**config.mk**
```make
export PLATFORM = sky130hd
export DESIGN_NAME = led_pattern_sequencer_flat
export DESIGN_NICKNAME = d
export VERILOG_FILES = /design/src/rtl/led_pattern_sequencer_pkg.sv /design/src/rtl/led_pattern_sequencer_if.sv /design/src/rtl/led_pattern_sequencer_prescaler.sv /design/src/rtl/led_pattern_sequencer.sv /design/src/flat_wrapper.sv
export SDC_FILE = /design/constraint.sdc
export NUM_CORES = 1
export LEC_CHECK = 0
export CAP_MARGIN = 20
export CORE_AREA = 3 3 64 66
export DETAILED_ROUTE_END_ITERATION = 6
export DIE_AREA = 0 0 67 69
export PLACE_DENSITY = 0.73
export SETUP_SLACK_MARGIN = 0.1
export SYNTH_ARGS = -nofsm -noshare
export SYNTH_HDL_FRONTEND = slang
export SYNTH_SLANG_ARGS = --single-unit
export TNS_END_PERCENT = 1
```
**constraint.sdc**
```tcl
create_clock -name CLK_IN -period 2.03 [get_ports CLK_IN]
set_input_delay 0.203 -clock CLK_IN [delete_from_list [all_inputs] [get_ports CLK_IN]]
set_output_delay 0.203 -clock CLK_IN [all_outputs]
set_load 0.01 [all_outputs]
```
**src/rtl/led_pattern_sequencer_pkg.sv**
```systemverilog
// Package: led_seq_pkg
// Shared types and constants for the LED pattern sequencer.
//   mode_t  : requested pattern mode (all four 2-bit codes defined)
//   state_t : sequencer FSM states
//   PAT_*   : pattern loaded when a mode is (re)started
package led_seq_pkg;

   typedef enum logic [1:0] {
      MODE_OFF    = 2'd0,
      MODE_CHASE  = 2'd1,
      MODE_BOUNCE = 2'd2,
      MODE_BLINK  = 2'd3
   } mode_t;

   typedef enum logic [1:0] {
      ST_IDLE = 2'd0,
      ST_LOAD = 2'd1,
      ST_RUN  = 2'd2
   } state_t;

   localparam logic [3:0] PAT_OFF    = 4'b0000;
   localparam logic [3:0] PAT_CHASE  = 4'b0001;
   localparam logic [3:0] PAT_BOUNCE = 4'b0001;
   localparam logic [3:0] PAT_BLINK  = 4'b1111;

   function automatic logic [3:0] init_pattern(input mode_t m);
      logic [3:0] p;
      p = PAT_OFF;
      case (m)
         MODE_OFF:    p = PAT_OFF;
         MODE_CHASE:  p = PAT_CHASE;
         MODE_BOUNCE: p = PAT_BOUNCE;
         MODE_BLINK:  p = PAT_BLINK;
         default:     p = PAT_OFF;
      endcase
      return p;
   endfunction

endpackage

```
**src/rtl/led_pattern_sequencer_if.sv**
```systemverilog
// Interface: led_pattern_sequencer_if
// Mode-request valid/ready handshake between a host/button block and the
// sequencer.
//   MODE_IN    : requested mode (master -> slave)
//   MODE_VALID : MODE_IN valid, held until accepted (master -> slave)
//   MODE_READY : sequencer can accept a mode this cycle (slave -> master)
interface led_pattern_sequencer_if;
   import led_seq_pkg::*;

   mode_t MODE_IN;
   logic  MODE_VALID;
   logic  MODE_READY;

   modport master (output MODE_IN, output MODE_VALID, input  MODE_READY);
   modport slave  (input  MODE_IN, input  MODE_VALID, output MODE_READY);

endinterface

```
**src/rtl/led_pattern_sequencer_prescaler.sv**
```systemverilog
// Module: tick_prescaler
// Free-running step-tick divider. Counts 0..DIV-1 while en is high and wraps;
// tick is high during the cycle the count sits at DIV-1.
//   CLK_IN : clock
//   RST_IN : asynchronous active-high reset (count -> 0)
//   clr    : synchronous clear, overrides en
//   en     : count enable
//   tick   : step strobe
module tick_prescaler #(
   parameter int unsigned DIV = 1500000,
   parameter int unsigned W   = 21
) (
   input  logic CLK_IN,
   input  logic RST_IN,
   input  logic clr,
   input  logic en,
   output logic tick
);

   if ((DIV < 2) || (longint'(DIV) > (longint'(1) << W))) begin : g_bad_div
      $error("tick_prescaler: DIV must be >= 2 and fit in W bits");
   end

   localparam logic [W-1:0] LAST = W'(DIV - 1);

   logic [W-1:0] r_count;

   always_ff @(posedge CLK_IN or posedge RST_IN) begin
      if (RST_IN) begin
         r_count <= '0;
      end else if (clr) begin
         r_count <= '0;
      end else if (en) begin
         r_count <= (r_count == LAST) ? '0 : r_count + 1'b1;
      end
   end

   assign tick = en && !clr && (r_count == LAST);

endmodule

```
**src/rtl/led_pattern_sequencer.sv**
```systemverilog
// Module: led_pattern_sequencer
// Drives GLED5 and RLED1..RLED4 with one of four patterns, stepping once per
// prescaler tick. Modes arrive over a valid/ready handshake.
//   CLK_IN        : system clock
//   RST_IN        : asynchronous active-high reset
//   mode_if       : slave side of the mode handshake (MODE_IN/VALID/READY)
//   GLED5         : heartbeat (toggles per tick in RUN, 1 when idle)
//   RLED1..RLED4  : pattern bits 0..3
module led_pattern_sequencer
   import led_seq_pkg::*;
#(
   parameter int unsigned PRESCALE_DIV = 1500000,
   parameter int unsigned PRESCALE_W   = 21
) (
   input  logic                    CLK_IN,
   input  logic                    RST_IN,
   led_pattern_sequencer_if.slave  mode_if,
   output logic                    GLED5,
   output logic                    RLED1,
   output logic                    RLED2,
   output logic                    RLED3,
   output logic                    RLED4
);

   state_t     r_state;
   mode_t      r_mode;
   logic [3:0] r_pattern;
   logic       r_gled;
   logic       r_dir;     // 1: bounce moving toward bit 3
   logic       r_ready;

   logic w_accept;
   logic w_tick;
   logic w_run;

   assign w_run    = (r_state == ST_RUN);
   assign w_accept = mode_if.MODE_VALID && r_ready;

   // Prescaler only advances in RUN; IDLE and LOAD hold it at zero so the
   // first step lands exactly PRESCALE_DIV cycles after RUN entry.
   tick_prescaler #(
      .DIV (PRESCALE_DIV),
      .W   (PRESCALE_W)
   ) u_prescaler (
      .CLK_IN (CLK_IN),
      .RST_IN (RST_IN),
      .clr    (!w_run),
      .en     (w_run),
      .tick   (w_tick)
   );

   always_ff @(posedge CLK_IN or posedge RST_IN) begin
      if (RST_IN) begin
         r_state   <= ST_IDLE;
         r_mode    <= MODE_OFF;
         r_pattern <= '0;
         r_gled    <= 1'b0;
         r_dir     <= 1'b1;
         r_ready   <= 1'b1;
      end else begin
         case (r_state)
            ST_IDLE: begin
               r_pattern <= '0;
               r_gled    <= 1'b1;
               if (w_accept) begin
                  r_mode  <= mode_if.MODE_IN;
                  r_ready <= 1'b0;
                  r_state <= ST_LOAD;
               end
            end

            ST_LOAD: begin
               r_ready   <= 1'b1;
               r_gled    <= 1'b1;
               r_dir     <= 1'b1;
               r_pattern <= init_pattern(r_mode);
               r_state   <= (r_mode == MODE_OFF) ? ST_IDLE : ST_RUN;
            end

            ST_RUN: begin
               // A request arriving on the tick edge wins; that step is dropped.
               if (w_accept) begin
                  r_mode  <= mode_if.MODE_IN;
                  r_ready <= 1'b0;
                  r_state <= ST_LOAD;
               end else if (w_tick) begin
                  r_gled <= ~r_gled;
                  case (r_mode)
                     MODE_CHASE: r_pattern <= {r_pattern[2:0], r_pattern[3]};
                     MODE_BOUNCE: begin
                        if (r_dir) begin
                           if (r_pattern[3]) begin
                              r_pattern <= 4'b0100;
                              r_dir     <= 1'b0;
                           end else begin
                              r_pattern <= {r_pattern[2:0], 1'b0};
                           end
                        end else begin
                           if (r_pattern[0]) begin
                              r_pattern <= 4'b0010;
                              r_dir     <= 1'b1;
                           end else begin
                              r_pattern <= {1'b0, r_pattern[3:1]};
                           end
                        end
                     end
                     MODE_BLINK: r_pattern <= ~r_pattern;
                     default:    r_pattern <= r_pattern;
                  endcase
               end
            end

            default: begin
               r_state <= ST_IDLE;
               r_ready <= 1'b1;
            end
         endcase
      end
   end

   assign mode_if.MODE_READY = r_ready;
   assign GLED5 = r_gled;
   assign RLED1 = r_pattern[0];
   assign RLED2 = r_pattern[1];
   assign RLED3 = r_pattern[2];
   assign RLED4 = r_pattern[3];

endmodule

```
**src/flat_wrapper.sv**
```systemverilog
// flat-port wrapper written by rule: the top's interface ports become plain ports
module led_pattern_sequencer_flat import led_seq_pkg::*;
#(
   parameter int unsigned PRESCALE_DIV = 1500000,
   parameter int unsigned PRESCALE_W   = 21
)
  (CLK_IN, RST_IN, GLED5, RLED1, RLED2, RLED3, RLED4, mode_if_MODE_IN, mode_if_MODE_VALID, mode_if_MODE_READY);
  led_pattern_sequencer_if mode_if_i ();
  input  logic CLK_IN;
  input  logic RST_IN;
  output logic GLED5;
  output logic RLED1;
  output logic RLED2;
  output logic RLED3;
  output logic RLED4;
  input wire logic [$bits(mode_if_i.MODE_IN)-1:0] mode_if_MODE_IN;
  input wire logic [$bits(mode_if_i.MODE_VALID)-1:0] mode_if_MODE_VALID;
  output wire logic [$bits(mode_if_i.MODE_READY)-1:0] mode_if_MODE_READY;
  assign mode_if_i.MODE_IN = mode_if_MODE_IN;
  assign mode_if_i.MODE_VALID = mode_if_MODE_VALID;
  assign mode_if_MODE_READY = mode_if_i.MODE_READY;
  led_pattern_sequencer #(.PRESCALE_DIV(PRESCALE_DIV), .PRESCALE_W(PRESCALE_W)) u_core (.CLK_IN(CLK_IN), .RST_IN(RST_IN), .mode_if(mode_if_i), .GLED5(GLED5), .RLED1(RLED1), .RLED2(RLED2), .RLED3(RLED3), .RLED4(RLED4));
endmodule
```
# After elaboration in Yosys (flattened, before gate mapping)

Cells that the tools add are included.

$add $sub $neg: 1
Eq/ne operators: 11
Muxes and demuxes: 25
Bitwise operators: 2
Reductions and logical operators: 14

Operators by type and width:

| kind                  | number |
|---|---|
| $mux 21               | 2 |
| $pmux 4 s3            | 3 |
| $add 21x1->21 const B | 1 |
| $eq 21x21->1 const B  | 1 |
| $mux 4                | 4 |
| $mux 1                | 10 |
| $reduce_and 4->1      | 2 |
| $eq 2x2->1 const B    | 3 |
| $ne 2x1->1 const B    | 3 |
| $reduce_or 2->1       | 3 |
| $eq 2x1->1 const B    | 2 |
| $logic_not 2->1       | 2 |
| $mux 2                | 2 |
| $ne 4x1->1 const B    | 1 |
| $not 4->4             | 1 |
| $pmux 1 s2            | 2 |
| $pmux 2 s2            | 1 |
| $reduce_bool 2->1     | 2 |
| $mux 3                | 1 |
| $reduce_and 3->1      | 1 |
| $reduce_bool 3->1     | 1 |
| $logic_and 1x1->1     | 2 |
| $ne 2x2->1 const B    | 1 |
| $reduce_and 2->1      | 1 |
| $not 1->1             | 1 |

Register bits: 32
Input bits: 5
Output and inout bits: 6

# Logic depth before layout (Yosys ltp)

Gate-level depths: netlist of the first run.

Depth after elaboration: 6
Gate-level depth with buffers: 7
Depth with buffers taken out: 6

# Hierarchy

Synthesis of the first run repeated with hierarchy kept, for this count alone.

Cell total of the unflattened synthesis: 221
Area, all modules: 1971.9 um2

Modules (own cells, without submodules):

| module                | times used | cells each | area an instance (um2) | sequential area each (um2) |
|---|---|---|---|---|
| tick_prescaler        | 1          | 145        | 1247.4                 | 525.5 |
| led_pattern_sequencer | 1          | 76         | 724.4                  | 277.8 |

# Least setup slack after synthesis of the first run

OpenSTA, ideal clock, no wires.

Path kind: register to register
Start point: register u_core.u_prescaler.r_count[0]
End point: register u_core.r_pattern[0]
Library setup time: 125 ps
Arrival time: 1774 ps
Setup slack: 131 ps
Stages on the path, launching flop included: 7
Path buffers: 1
Period minus slack after synthesis: 1899 ps
Cells stage by stage: dfrtp_1 ha_1 and4_1 buf_2 and2_1 a31oi_1 mux2_2

Longest elaborated chain between the ends: 4

Ends and longest elaborated chain:

| item                              | RTL line                              | RTL |
|---|---|---|
| from (decl)                       | led_pattern_sequencer_prescaler.sv:26 | `logic [W-1:0] r_count;` |
| from (signal assigned)            | led_pattern_sequencer_prescaler.sv:34 | `r_count <= (r_count == LAST) ? '0 : r_count + 1'b1;` |
| $eq 21x21->1                      | led_pattern_sequencer_prescaler.sv:38 | `assign tick = en && !clr && (r_count == LAST);` |
| $logic_and 1x1->1                 | led_pattern_sequencer_prescaler.sv:38 |  |
| $ne 2x1->1 (no source line)       | -                                     |  |
| $reduce_and 4->1 (no source line) | -                                     |  |
| to (signal assigned)              | led_pattern_sequencer.sv:76           | `r_pattern <= init_pattern(r_mode);` |
| to (signal assigned)              | led_pattern_sequencer.sv:89           | `MODE_CHASE: r_pattern <= {r_pattern[2:0], r_pattern[3]};` |
| to (signal assigned)              | led_pattern_sequencer.sv:96           | `r_pattern <= {r_pattern[2:0], 1'b0};` |
| to (decl)                         | led_pattern_sequencer.sv:27           | `logic [3:0] r_pattern;` |

Every way passes these cells.
A chain may end at the register's enable or synchronous reset.

# Worst setup path in the final report of the first run

Start point: register u_core.r_state[0]
End point: register u_core.r_pattern[0]

Longest elaborated chain between the ends: 4
Elaborated cells between the ends (all ways): 10
Those cells by class: eq/ne (5); mux (1); reduce/logical (4)

Ends and longest elaborated chain:

| item                              | RTL line                                                 | RTL |
|---|---|---|
| from (decl)                       | led_pattern_sequencer.sv:25                              | `state_t r_state;` |
| from (signal assigned)            | led_pattern_sequencer.sv:77                              | `r_state <= (r_mode == MODE_OFF) ? ST_IDLE : ST_RUN;` |
| $eq 2x2->1                        | led_pattern_sequencer.sv:36, led_pattern_sequencer.sv:61 |  |
| $logic_and 1x1->1                 | led_pattern_sequencer_prescaler.sv:38                    |  |
| $ne 2x1->1 (no source line)       | -                                                        |  |
| $reduce_and 4->1 (no source line) | -                                                        |  |

Parallel ways exist; a longest one is shown, timed or not.

==> impl_metrics.toml, run 1 <==
[cells_and_area]
finish.utilization_pct = 58.8
regArea_um2 = 803
fillers = 330
syn_to_final_growth_pct = 13.5
multi_input_area_um2 = 997
final_cells = 268
diodes = 0
final_area_um2 = 2140
nNetsFinal = 229
final_common_cell = "dfrtp_1"
drive_gt1_share_pct = 10.9
final_cell_mix = "dfrtp_1 (30), nor2_1 (17), inv_1 (13)"

[detailed_routing]
drt_pre_antenna_iters = 4
ant_nets = 0
wl_mm = 4.08
dr.first_iter.drc_count = 95
viasPerCell = 6.04
drc = 0
dr_total_vias = 1619
wl_per_cell_um = 15.2

[timing]
finClkSkew_ns = 0.00811
setup_viol = 0
slew_violations = 0
tightest_slew_ns = 0.465
hold_violations = 0
slew-limit-headroom_pct = 69.0
period_needed_ns = 1.84
setup_ws_ns = 0.186
tns_ns = 0
timing.final.crit_share_pct = 90.8
fmax_ghz = 0.542
rsz0062_at_grt = "no"

[clocking]
cts_root_buffer = "clkbuf_8"
ctsHoldBuffers = 0
cts_max_path_buffers = 2
worstSkewPairLatency_ns = 0.28
htreeDepth = 2
cts_tree = "yes"
clk_pin_slew_ns = 0.07
post_cts_buffers = 0
numClockSinks = 32
post_cts_resized = 0
cts_made_buffers = 5

[worst_setup_path]
required_ns = 2.19
worstPathArrival_ns = 2.00
critPathCaptureType = "flip-flop"
rr_endpoint = "u_core.r_pattern[0]"
cp-startpoint = "u_core.r_state[0]"
crit_slowest_cell = "dfrtp_1"
start_kind = "flip-flop"
cp.buffers_inverters = 1
endpoint = "u_core.r_pattern[0]"
worstPathMaxFanout = 10
worstSetupPathType = "reg2reg"
path_delay_family = "flip-flops"
reg2regPathDepth = 6
r2r-start = "u_core.r_state[0]"
crit_path_max_incr_delay_ns = 0.40
path_cells = "inv_1 -> ha_1 -> and3b_1 -> a2111oi_1 -> nor4b_1 -> mux2_2"
crit_cells = 6
ff2ff_setup_slack_ns = 0.19

[placement]
place.gp.congestion = 1.04
dp_cells = 260
post-dp-hpwl_mm = 2.92
place_area_um2 = 2040
portBuffers = 10
dp_slack_ns = 0.187

[die]
die_h_um = 69
ios = 11
core-area_um2 = 3630
placementRows = 22
die_w_um = 67
floorplan.initialDensity_pct = 51.8
dieArea_um2 = 4620

[logic_synthesis]
synth-edff-count = 0
synth_top_cell_by_area = "dfrtp_1"
ys_async_sr_fraction_pct = 100
synth_warnings = 0
synthesis.area_um2 = 1880
postSynthCellCount = 206
synth.yosys.seq_area_share_pct = 42.7
synth_seq_cells = 32
ys.flop_type = "dfrtp_1"
ys_types = 49
netlist.area_leader.share_pct = 39.9
synth_area_leaders = "dfrtp_1 (40%), nor2_1 (3.4%), ha_1 (3.3%)"
avgSynthCellArea_um2 = 9.14
synth.net_count = 216

[grt]
grt_max_degree = 33
overflow = 0
antenna_found_initial = 0
grt_pass1_wl_mm = 7.31
gr-usage-all-layers_pct = 20.0
first_global_vias = 1617

[power]
vdd_ir_drop_max_v = 0.000484
power_density_nw_per_um2 = 889
power.leakage_nw = 0.820

[run]
cap_violations = 0

[status]
status = "finished, final reports clean"

[worst_hold_path]
worstHoldPathType = "in2async"
[worst min-delay path by stage]
stage	to	startpoint	slack (ns)
2_1_floorplan	u_core.mode_if.MODE_READY	mode_if_MODE_VALID	0.27
3_3_place_gp	u_core.u_prescaler.r_count[0]	u_core.u_prescaler.r_count[0]	0.47
3_5_place_dp	u_core.u_prescaler.r_count[0]	u_core.u_prescaler.r_count[0]	0.49
4_1_cts	u_core.u_prescaler.r_count[2]	RST_IN	0.32
5_1_grt	u_core.u_prescaler.r_count[2]	RST_IN	0.37
6_report	u_core.u_prescaler.r_count[1]	RST_IN	0.31
[cells in the mapped netlist (5+ instances only)]
master    count
dfrtp_1      30
nor2_1       17
inv_1        13
a21oi_1      12
nand2_1      12
nand3_1      12
nand4_1      10
o21ai_0       9
nor4_1        7
clkbuf_1      6
xor2_1        6
ha_1          5
mux2_2        5
xnor2_1       5
[worst reg2reg max path: cells and delay by family (launching register included)]
kind            cells  cell delay (ns)
fa+ha+maj           1             0.32
simple gates        2             0.33
mux                 1             0.27
compound gates      1             0.32
buf+inv             1             0.08
flops               1             0.40
[routing by layer]
metal / up-vias / share of wire (%) / GRT usage (%)
met2: 42 / 52 / 32.5
met3: 2 / 4.1 / 5.37
met4: 0 / 0.66 / 6.08
met1: 797 / 43 / 25.6
met5: - / 0 / 0
li1: 778 / - / -
[cells by family (layout without fill, tap and decap cells)]
| logic type | count (synthesis) | after routing | share of synthesized area [%] |
|---|---|---|---|
| fa+ha+maj | 5 | 5 | 3.32 |
| xor+xnor | 11 | 11 | 5.12 |
| mux | 6 | 6 | 3.52 |
| flops | 32 | 32 | 42.7 |
| buf+inv | 22 | 36 | 4.58 |
| simple gates | 90 | 90 | 27.0 |
| compound gates | 40 | 40 | 13.8 |
[where the power goes]
part           internal, mW  switching (mW)  leakage (nW)
sequential            0.713           0.133         0.428
clock                 0.276           0.222        0.0455
combinational         0.258           0.298         0.346
[state kept, by name, summed over array words and instances, names as in the netlist]
register,cells
u_core.r_pattern,4
u_core.r_state,2
u_core.r_dir,1
u_core.u_prescaler.r_count,21
u_core.mode_if.MODE_READY,1
u_core.GLED5,1
u_core.r_mode,2
[final cells by class]
type	instances	share of cell area [%]
Sequential cell	32	37.6
Multi-Input combinational cell	152	46.7
Clock buffer	8	4.22
Inverter	13	2.28
Tap cell	48	2.81
Timing Repair Buffer	15	6.44
[stage by stage]
stage	total power, mW	hold WS (ns)
after global placement	1.36	0.469
after floorplan	1.21	0.266
after detailed placement	1.40	0.490
after global routing	2.04	0.372
after CTS	1.91	0.316
final	1.90	0.310
No activity file was read; power rests on OpenSTA's default activity.
==> inputs of run 2 (changes only) <==
--- a/config.mk
+++ b/config.mk
@@ -6,10 +6,12 @@
 export NUM_CORES = 1
 export LEC_CHECK = 0
 export CAP_MARGIN = 20
-export CORE_AREA = 3 3 64 66
+export CORE_AREA = 3 3 63 65
+export CTS_BUF_LIST = sky130_fd_sc_hd__clkbuf_4
+export CTS_CLUSTER_DIAMETER = 80
 export DETAILED_ROUTE_END_ITERATION = 6
-export DIE_AREA = 0 0 67 69
-export PLACE_DENSITY = 0.73
+export DIE_AREA = 0 0 66 68
+export PLACE_DENSITY = 0.75
 export SETUP_SLACK_MARGIN = 0.1
 export SYNTH_ARGS = -nofsm -noshare
 export SYNTH_HDL_FRONTEND = slang
==> impl_metrics.toml, run 2 (synthesis gave the netlist of run 1 again) <==
[status]
status = "finished, final reports clean"

[grt]
grt.met1_usage_pct = 23.7
gr-usage-all-layers_pct = 21.0
globalRouteMet3Util_pct = 5.42
antenna_found_initial = 0
overflow = 0
first_global_vias = 1656
grt_max_degree = 33
grt_pass1_wl_mm = 7.17
use_met2_pct = 35.8
grt_busiest_layer = "met2"

[cells_and_area]
top_regs = "u_core.u_prescaler.r_count x21, u_core.r_pattern x4"
fillers = 279
syn_to_final_growth_pct = 13.5
final_cell_mix = "dfrtp_1 (26), nor2_1 (17), inv_1 (13)"
nNetsFinal = 232
drive_gt1_share_pct = 15.2
largest-register = "u_core.u_prescaler.r_count"
final_cells = 269
diodes = 0
finish.utilization_pct = 63.0
multi_input_area_um2 = 1010
largest_reg_flops = 21
final_common_cell = "dfrtp_1"
regArea_um2 = 808

[detailed_routing]
ant_nets = 0
drc = 0
dr.first_iter.drc_count = 137
drt_pre_antenna_iters = 4
wl_mm = 4.16
wl_per_cell_um = 15.5
dr_total_vias = 1623
viasPerCell = 6.03

[timing]
hold_violations = 0
timing.final.crit_share_pct = 91.6
finClkSkew_ns = 0.0158
period_needed_ns = 1.86
whs_ns = 0.239
fmax_ghz = 0.538
slew_violations = 0
tightest_slew_ns = 0.403
slew-limit-headroom_pct = 73.2
tns_ns = 0
setup_viol = 0
rsz0062_at_grt = "yes"

[clocking]
cts_tree = "yes"
clk_pin_slew_ns = 0.10
cts_root_buffer = "clkbuf_4"
cts_made_buffers = 5
htreeDepth = 2
worstSkewPairLatency_ns = 0.34
ctsHoldBuffers = 0
cts_max_path_buffers = 2
numClockSinks = 32

[power]
power_density_nw_per_um2 = 831
vdd_ir_drop_max_v = 0.000404
swShare_pct = 36.0
power.leakage_nw = 0.819
p_int_mw = 1.14
p_comb_share_pct = 33.0
power_frac_clock_pct = 20.8
power.switching_uw = 640
p_seq_share_pct = 46.3

[die]
dieArea_um2 = 4490
placementRows = 21
die_w_um = 66
floorplan.initialDensity_pct = 55.6
core-area_um2 = 3390
die_h_um = 68
ios = 11

[worst_setup_path]
start_kind = "flip-flop"
required_ns = 2.31
worstSetupPathType = "reg2reg"
worstPathMaxFanout = 4
critPathCaptureType = "flip-flop"
worstPathArrival_ns = 2.14

[placement]
post-dp-hpwl_mm = 2.87
place.gp.congestion = 0.958
dp_cells = 259
portBuffers = 10

[worst_hold_path]
worstHoldPathType = "in2async"

[run]
cap_violations = 0
## run 2: cell types whose count changed in the layout (fill, tap and decap cells not counted), moves of 2 or more
cell / delta
clkbuf_4: +7
clkbuf_8: -6
dfrtp_1: -4
dfrtp_2: +4
buf_4: +3
clkbuf_1: -2
## run 2: repair_timing
| action | CTS | global route |
|---|---|---|
| endpoints found under the setup margin | 1 | 4 |
| hold endpoints to repair | 0 | 0 |
| resized for setup | 1 | 7 |
| buffers inserted | 0 | 2 |
## run 2: area by class of cell
class | count | area share [%]
Sequential cell | 32 | 37.8
Timing Repair Buffer | 18 | 7.49
Tap cell | 46 | 2.69
Clock buffer | 7 | 2.46
Multi-Input combinational cell | 152 | 47.1
Inverter | 13 | 2.28
Clock inverter | 1 | 0.176
## run 2: path summary, 6_finish.rpt
check,from,slack (ns),end,cells past startpoint
worst max-delay path,u_core.u_prescaler.r_count[0],0.17,u_core.r_dir,6
worst min-delay path,RST_IN,0.24,u_core.r_state[1],3
worst max register to register,u_core.u_prescaler.r_count[0],0.17,u_core.r_dir,6
worst min register to register,u_core.mode_if.MODE_READY,0.51,u_core.mode_if.MODE_READY,2
max in group asynchronous,RST_IN,1.46,u_core.u_prescaler.r_count[5],3
min in group CLK_IN,mode_if_MODE_VALID,0.43,u_core.mode_if.MODE_READY,2
## run 2: worst max-delay path, stage by stage, from the launching register on
cell     delay [ns]
dfrtp_1        0.42
ha_2           0.24
and4_1         0.24
buf_4          0.14
nand2_1        0.10
or4_1          0.51
a21oi_1        0.16
## run 2: power by group through the flow
stage               Combinational (mW)  Sequential [mW]  Clock (mW)
finish                           0.586            0.821       0.369
global route                     0.653            0.836       0.408
CTS                              0.581            0.817       0.385
detailed placement               0.572            0.831           0
global placement                 0.548            0.822           0
floorplan                        0.424            0.788           0
## run 2: stage by stage
stage          power (mW)  cell area (um2)  setup slack (ns)
2_1_floorplan        1.21             1880             0.131
3_3_place_gp         1.37             2050             0.162
3_5_place_dp         1.40             2050             0.103
4_1_cts              1.78             2110             0.149
5_1_grt              1.90             2140            0.0665
6_report             1.78             2140             0.171
## run 2: layer usage
| metal | share of wire [%] | vias to the layer above | routed length, um |
|---|---|---|---|
| met5 | 0 | - | 0 |
| met1 | 43 | 776 | 1790 |
| met4 | 1.4 | 0 | 59 |
| met2 | 51 | 49 | 2120 |
| li1 | - | 791 | - |
| met3 | 4.5 | 7 | 187 |
